--- src/rtl/multicycle_control_pkg.sv ---
// multicycle_control_pkg: opcode, state and alu_op encodings shared by control and datapath
package multicycle_control_pkg;
  localparam logic [3:0] OP_NOP = 4'h0, OP_LOAD = 4'h1, OP_STORE = 4'h2, OP_ADD = 4'h3,
                         OP_SUB = 4'h4, OP_AND = 4'h5, OP_OR = 4'h6, OP_JMP = 4'h7,
                         OP_JZ = 4'h8, OP_HALT = 4'hF;
  localparam logic [2:0] S_FETCH = 3'd0, S_DECODE = 3'd1, S_MEM_RD = 3'd2,
                         S_EXEC = 3'd3, S_MEM_WR = 3'd4, S_HALT = 3'd5;
  localparam logic [2:0] ALU_PASS_B = 3'd0, ALU_ADD = 3'd1, ALU_SUB = 3'd2,
                         ALU_AND = 3'd3, ALU_OR = 3'd4;
  function automatic logic [2:0] alu_of(input logic [3:0] op);
    return op == OP_ADD ? ALU_ADD : op == OP_SUB ? ALU_SUB :
           op == OP_AND ? ALU_AND : op == OP_OR ? ALU_OR : ALU_PASS_B;
  endfunction
  function automatic logic reads_operand(input logic [3:0] op);
    return op inside {OP_LOAD, OP_ADD, OP_SUB, OP_AND, OP_OR};
  endfunction
endpackage

--- src/rtl/multicycle_control_if.sv ---
// multicycle_control_if: control <-> datapath/memory signal bundle
interface multicycle_control_if #(
  parameter int OPCODE_W = 4,
  parameter int ALU_OP_W = 3,
  parameter int CNT_W    = 16
);
  logic [OPCODE_W-1:0] opcode;
  logic                acc_zero;
  logic                mem_ready;
  logic                mem_read;
  logic                mem_write;
  logic                addr_sel;
  logic                ir_load;
  logic                mdr_load;
  logic                pc_inc;
  logic                pc_load;
  logic                acc_load;
  logic [ALU_OP_W-1:0] alu_op;
  logic                halted;
  logic                illegal;
  logic [CNT_W-1:0]    instr_count;
  modport master (
    input  opcode, acc_zero, mem_ready,
    output mem_read, mem_write, addr_sel, ir_load, mdr_load, pc_inc, pc_load,
           acc_load, alu_op, halted, illegal, instr_count
  );
  modport slave (
    output opcode, acc_zero, mem_ready,
    input  mem_read, mem_write, addr_sel, ir_load, mdr_load, pc_inc, pc_load,
           acc_load, alu_op, halted, illegal, instr_count
  );
endinterface

--- src/rtl/multicycle_control.sv ---
// multicycle_control: fetch/decode/memory/execute sequencer for the accumulator datapath
module multicycle_control
  import multicycle_control_pkg::*;
#(
  parameter int OPCODE_W = 4,
  parameter int ALU_OP_W = 3,
  parameter int CNT_W    = 16
) (
  input logic clk,
  input logic reset,
  multicycle_control_if.master bus
);
  logic [2:0]       state_q, state_d;
  logic [CNT_W-1:0] cnt_q;
  logic             ill_q, ill_d, retire;
  logic [3:0]       op;
  assign op              = 4'(bus.opcode);
  assign bus.illegal     = ill_q;
  assign bus.instr_count = cnt_q;
  assign bus.halted      = state_q == S_HALT;
  always_comb begin
    state_d      = state_q;
    ill_d        = ill_q;
    retire       = 1'b0;
    bus.mem_read = 1'b0;
    bus.mem_write = 1'b0;
    bus.addr_sel = 1'b0;
    bus.ir_load  = 1'b0;
    bus.mdr_load = 1'b0;
    bus.pc_inc   = 1'b0;
    bus.pc_load  = 1'b0;
    bus.acc_load = 1'b0;
    bus.alu_op   = '0;
    case (state_q)
      S_FETCH: begin
        bus.mem_read = 1'b1;
        bus.ir_load  = bus.mem_ready;
        bus.pc_inc   = bus.mem_ready;
        state_d      = bus.mem_ready ? S_DECODE : S_FETCH;
      end
      S_DECODE: begin
        bus.pc_load = op == OP_JMP || (op == OP_JZ && bus.acc_zero);
        retire      = op inside {OP_NOP, OP_JMP, OP_JZ, OP_HALT};
        // anything not recognised falls through to a sticky illegal halt
        ill_d       = ill_q | !(retire || reads_operand(op) || op == OP_STORE);
        state_d     = op == OP_HALT || ill_d ? S_HALT :
                      reads_operand(op) ? S_MEM_RD :
                      op == OP_STORE ? S_MEM_WR : S_FETCH;
      end
      S_MEM_RD: begin
        bus.mem_read = 1'b1;
        bus.addr_sel = 1'b1;
        bus.mdr_load = bus.mem_ready;
        state_d      = bus.mem_ready ? S_EXEC : S_MEM_RD;
      end
      S_EXEC: begin
        bus.acc_load = 1'b1;
        bus.alu_op   = ALU_OP_W'(alu_of(op));
        retire       = 1'b1;
        state_d      = S_FETCH;
      end
      S_MEM_WR: begin
        bus.mem_write = 1'b1;
        bus.addr_sel  = 1'b1;
        retire        = bus.mem_ready;
        state_d       = bus.mem_ready ? S_FETCH : S_MEM_WR;
      end
      S_HALT: state_d = S_HALT;
      default: state_d = S_FETCH;
    endcase
  end
  always_ff @(posedge clk) begin
    if (reset) begin
      state_q <= S_FETCH;
      cnt_q   <= '0;
      ill_q   <= 1'b0;
    end else begin
      state_q <= state_d;
      cnt_q   <= cnt_q + CNT_W'(retire);
      ill_q   <= ill_d;
    end
  end
endmodule
--- src/flat_wrapper.sv ---
// flat-port wrapper written by rule: the top's interface ports become plain ports
module multicycle_control_flat import multicycle_control_pkg::*;
#(
  parameter int OPCODE_W = 4,
  parameter int ALU_OP_W = 3,
  parameter int CNT_W    = 16
)
  (clk, reset, bus_opcode, bus_acc_zero, bus_mem_ready, bus_mem_read, bus_mem_write, bus_addr_sel, bus_ir_load, bus_mdr_load, bus_pc_inc, bus_pc_load, bus_acc_load, bus_alu_op, bus_halted, bus_illegal, bus_instr_count);
  multicycle_control_if #(.OPCODE_W(OPCODE_W), .ALU_OP_W(ALU_OP_W), .CNT_W(CNT_W)) bus_i ();
  input logic clk;
  input logic reset;
  input wire logic [$bits(bus_i.opcode)-1:0] bus_opcode;
  input wire logic [$bits(bus_i.acc_zero)-1:0] bus_acc_zero;
  input wire logic [$bits(bus_i.mem_ready)-1:0] bus_mem_ready;
  output wire logic [$bits(bus_i.mem_read)-1:0] bus_mem_read;
  output wire logic [$bits(bus_i.mem_write)-1:0] bus_mem_write;
  output wire logic [$bits(bus_i.addr_sel)-1:0] bus_addr_sel;
  output wire logic [$bits(bus_i.ir_load)-1:0] bus_ir_load;
  output wire logic [$bits(bus_i.mdr_load)-1:0] bus_mdr_load;
  output wire logic [$bits(bus_i.pc_inc)-1:0] bus_pc_inc;
  output wire logic [$bits(bus_i.pc_load)-1:0] bus_pc_load;
  output wire logic [$bits(bus_i.acc_load)-1:0] bus_acc_load;
  output wire logic [$bits(bus_i.alu_op)-1:0] bus_alu_op;
  output wire logic [$bits(bus_i.halted)-1:0] bus_halted;
  output wire logic [$bits(bus_i.illegal)-1:0] bus_illegal;
  output wire logic [$bits(bus_i.instr_count)-1:0] bus_instr_count;
  assign bus_i.opcode = bus_opcode;
  assign bus_i.acc_zero = bus_acc_zero;
  assign bus_i.mem_ready = bus_mem_ready;
  assign bus_mem_read = bus_i.mem_read;
  assign bus_mem_write = bus_i.mem_write;
  assign bus_addr_sel = bus_i.addr_sel;
  assign bus_ir_load = bus_i.ir_load;
  assign bus_mdr_load = bus_i.mdr_load;
  assign bus_pc_inc = bus_i.pc_inc;
  assign bus_pc_load = bus_i.pc_load;
  assign bus_acc_load = bus_i.acc_load;
  assign bus_alu_op = bus_i.alu_op;
  assign bus_halted = bus_i.halted;
  assign bus_illegal = bus_i.illegal;
  assign bus_instr_count = bus_i.instr_count;
  multicycle_control #(.OPCODE_W(OPCODE_W), .ALU_OP_W(ALU_OP_W), .CNT_W(CNT_W)) u_core (.clk(clk), .reset(reset), .bus(bus_i));
endmodule
--- config.mk ---
export PLATFORM = sky130hd
export DESIGN_NAME = multicycle_control_flat
export DESIGN_NICKNAME = d
export VERILOG_FILES = /design/src/rtl/multicycle_control_pkg.sv /design/src/rtl/multicycle_control_if.sv /design/src/rtl/multicycle_control.sv /design/src/flat_wrapper.sv
export SDC_FILE = /design/constraint.sdc
export NUM_CORES = 1
export LEC_CHECK = 0
export CAP_MARGIN = 20
export CELL_PAD_IN_SITES_DETAIL_PLACEMENT = 1
export CELL_PAD_IN_SITES_GLOBAL_PLACEMENT = 1
export CORE_AREA = 4 4 71 73
export DETAILED_ROUTE_END_ITERATION = 7
export DIE_AREA = 0 0 75 77
export GPL_TIMING_DRIVEN = 0
export HOLD_SLACK_MARGIN = 0.06
export PLACE_DENSITY = 0.65
export SYNTH_ARGS = -nofsm -noshare
export SYNTH_HDL_FRONTEND = slang
export SYNTH_SLANG_ARGS = --single-unit
--- constraint.sdc ---
create_clock -name clk -period 3.1 [get_ports clk]
set_input_delay 0.465 -clock clk [delete_from_list [all_inputs] [get_ports clk]]
set_output_delay 0.465 -clock clk [all_outputs]
set_load 0.01 [all_outputs]
==> metrics.txt <==
number of DRC markers in iteration 0 38; Final min period 2.75 ns; Post-DRT Antenna Nets 0; Ant. Diodes 0; WL final 3.04 mm; drt pass-1 iters 4; vias in the first global route 1104; final hold slack 0.537 ns; Final Skew 0.00298 ns; drc violations 0; Critical R2R Capture u_core.bus.instr_count[8]; HP Start bus_opcode[3]; CTS Sinks 20; Clock transition at path regs 0.07 ns; Final Cycle Share 88.7%; H-tree lvl count 1; Pint 0.392 mW; Worst-Skew Late Latency 0.26 ns; register bit total from synthesis 20; most frequent cells in the layout 34 x clkdlybuf4s50_1, 24 x nor2_1, 20 x dfxtp_1; layout cells sized above 1 8.93%; worst relative slew slack 70.5%; max incr delay on CP 0.52 ns; switch share 25.6%; YS warnings 0; critical path endpoint category flop; die area 5780 um2; final setup vio count 0; Clock Power Share 32.6%; Placeable Area 4350 um2; FFs w/ async S/R, synth 0%; NetSw 0.135 mW; register area share after synthesis 37.5%; Port Buf Inserts 34; Yosys cell types 29; initial antenna violation count 0; Seq. cell area 400 um2; FP Rows 24; initial core utilization 24.5%; CTS Buf Count 3; synthesized instance count 130; RSZ-0062 raised after global routing no; outcome finished clean; clk root buf clkbuf_8; Post-DP HPWL 2.31 mm; Fillers 517; Worst Path Arrival 2.94 ns; CTS tree yes; max-slew violation count 0; largest net degree at the start of global routing 11; setup TNS 0 ns; total power draw 0.527 mW; Die Height 77 um; hold_buf cts 0; Peak VDD IR 129 uV; EDFF count, synth 0; grt total ovfl 0; commonest non-fill, non-tap cell in the layout clkdlybuf4s50_1; power per cell area 346 nW/um2; IO Pins 37; Synth Net Count 140; Max Root-Sink Buffers 2; hold depth 3; Flop pwr share 51.0%; slowest CP cell clkdlybuf4s50_1; first-pass GRT wire length 5.24 mm; reg2reg start u_core.state_q[0]; dpl cell area 1470 um2; multi-input logic area 613 um2; Worst Path Max Fanout 7; GRT Overall Usage 11.3%; routed len/inst 13.8 um; FMAX 364 MHz; CP Cell Sequence clkdlybuf4s50_1, nor3_1, nor3_1, o32ai_1, ha_1, ha_1, nand4_1, buf_4, or3_1, a21oi_1; GRT met3 Usage 2.88%; fin cells 220; Leak 0.508 nW; Worst setup SP type input pin; GRT Max-Usage Layer met2; area growth from synthesis to layout 42.6%; Die Wd 75 um; Worst Tran Pin Value 0.443 ns; worst endpoint required time 3.29 ns; met2 usage 17.8%; Hold Crit Class in2reg; Logic pwr share 16.4%; Post-Layout Inst Area 1520 um2; GP Congestion 0.725; placed cell count 216; Max-Cap Viols 0; main flop type after synthesis dfxtp_1; Worst setup startpoint bus_opcode[1]; routed via count 1049; Layout Nets 180; critical path class in2reg; Mapped Area 1070 um2; Avg Cell Area, Syn 8.21 um2; Final Hold Fails 0; Hold Path Sink u_core.bus.illegal; grt met1 use 14.7%; Vias/cell 4.77; reg2reg path depth 8; r2r setup slk 0.89 ns
area by class of cell:
class	count	area share, %
Clock buffer	3	2.71
Inverter	7	1.73
Buffer	5	1.81
Sequential cell	20	26.3
Tap cell	52	4.28
Timing Repair Buffer	35	22.9
Multi-Input combinational cell	98	40.3
what timing repair did:
action / 4_1_cts / 5_1_grt
setup buffers: 0 / 1
setup endpoints to repair: 0 / 2
resized for setup: 0 / 0
sequential cells by signal (all words and copies together), names as in the netlist:
register	cells
u_core.state_q	3
u_core.bus.illegal	1
u_core.bus.instr_count	16
routing by layer:
metal	share of wire (%)	vias up
met5	0	-
met4	0.69	0
met3	6.3	2
met2	48	34
met1	45	492
li1	-	521
cells by family (layout without fill, tap and decap cells):
family	after synthesis	count (layout)	share of synthesized area, %
AO/OA/AOI/OAI	11	11	5.98
buffers and inverters	12	50	5.04
AND/OR/NAND/NOR	71	71	37.0
multiplexers	1	1	1.41
flip-flops	20	20	37.5
adder cells (fa/ha/maj)	2	2	2.34
XOR/XNOR	13	13	10.7
worst max-delay path, delay by kind of cell:
family                     cells  cell delay [ns]
AOI/OAI and AO/OA              2             0.42
adders and majority gates      2             0.50
buffers and inverters          2             0.70
and+or+nand+nor                4             0.84
cell usage after synthesis, types with 2 or more instances:
cell,count,area share [%]
nor2_1,24,8.4
dfxtp_1,20,38
xnor2_1,10,8.2
nor3_1,9,4.2
inv_1,7,2.5
nand2_1,7,2.5
nor4_2,5,5.9
a21oi_1,4,1.9
a31oi_1,4,2.3
nand2b_1,4,2.3
nor2b_1,4,2.3
nand3_1,3,1.4
nand4_1,3,1.8
or3_1,3,1.8
xor2_1,3,2.5
and3_1,2,1.2
buf_4,2,1.4
clkbuf_1,2,0.70
ha_1,2,2.3
nand3_2,2,1.9
o21ai_0,2,0.94
per-stage QoR:
step / util, % / worst slack [ns]
2_1_floorplan: - / 0.971
3_3_place_gp: 33.8 / -0.0222
3_5_place_dp: 33.8 / -0.0485
4_1_cts: 34.8 / 0.224
5_1_grt: 34.9 / 0.134
6_report: 34.9 / 0.350
worst max path at each step:
stage	cells past startpoint	to	slack [ns]
floorplan	8	u_core.bus.instr_count[8]	0.97
global placement	10	u_core.bus.instr_count[14]	-0.02
detailed placement	9	u_core.bus.instr_count[8]	-0.05
CTS	9	u_core.bus.instr_count[8]	0.22
global route	10	u_core.bus.instr_count[8]	0.13
finish	10	u_core.bus.instr_count[8]	0.35
power by group through the flow:
stage          Sequential (mW)  Clock (mW)  Combinational (mW)
3_3_place_gp             0.274           0              0.0850
5_1_grt                  0.270       0.196              0.0962
4_1_cts                  0.269       0.179              0.0880
3_5_place_dp             0.275           0              0.0871
2_1_floorplan            0.274           0              0.0436
6_report                 0.269       0.172              0.0862
Note: power is estimated with default switching activity, not from simulation.
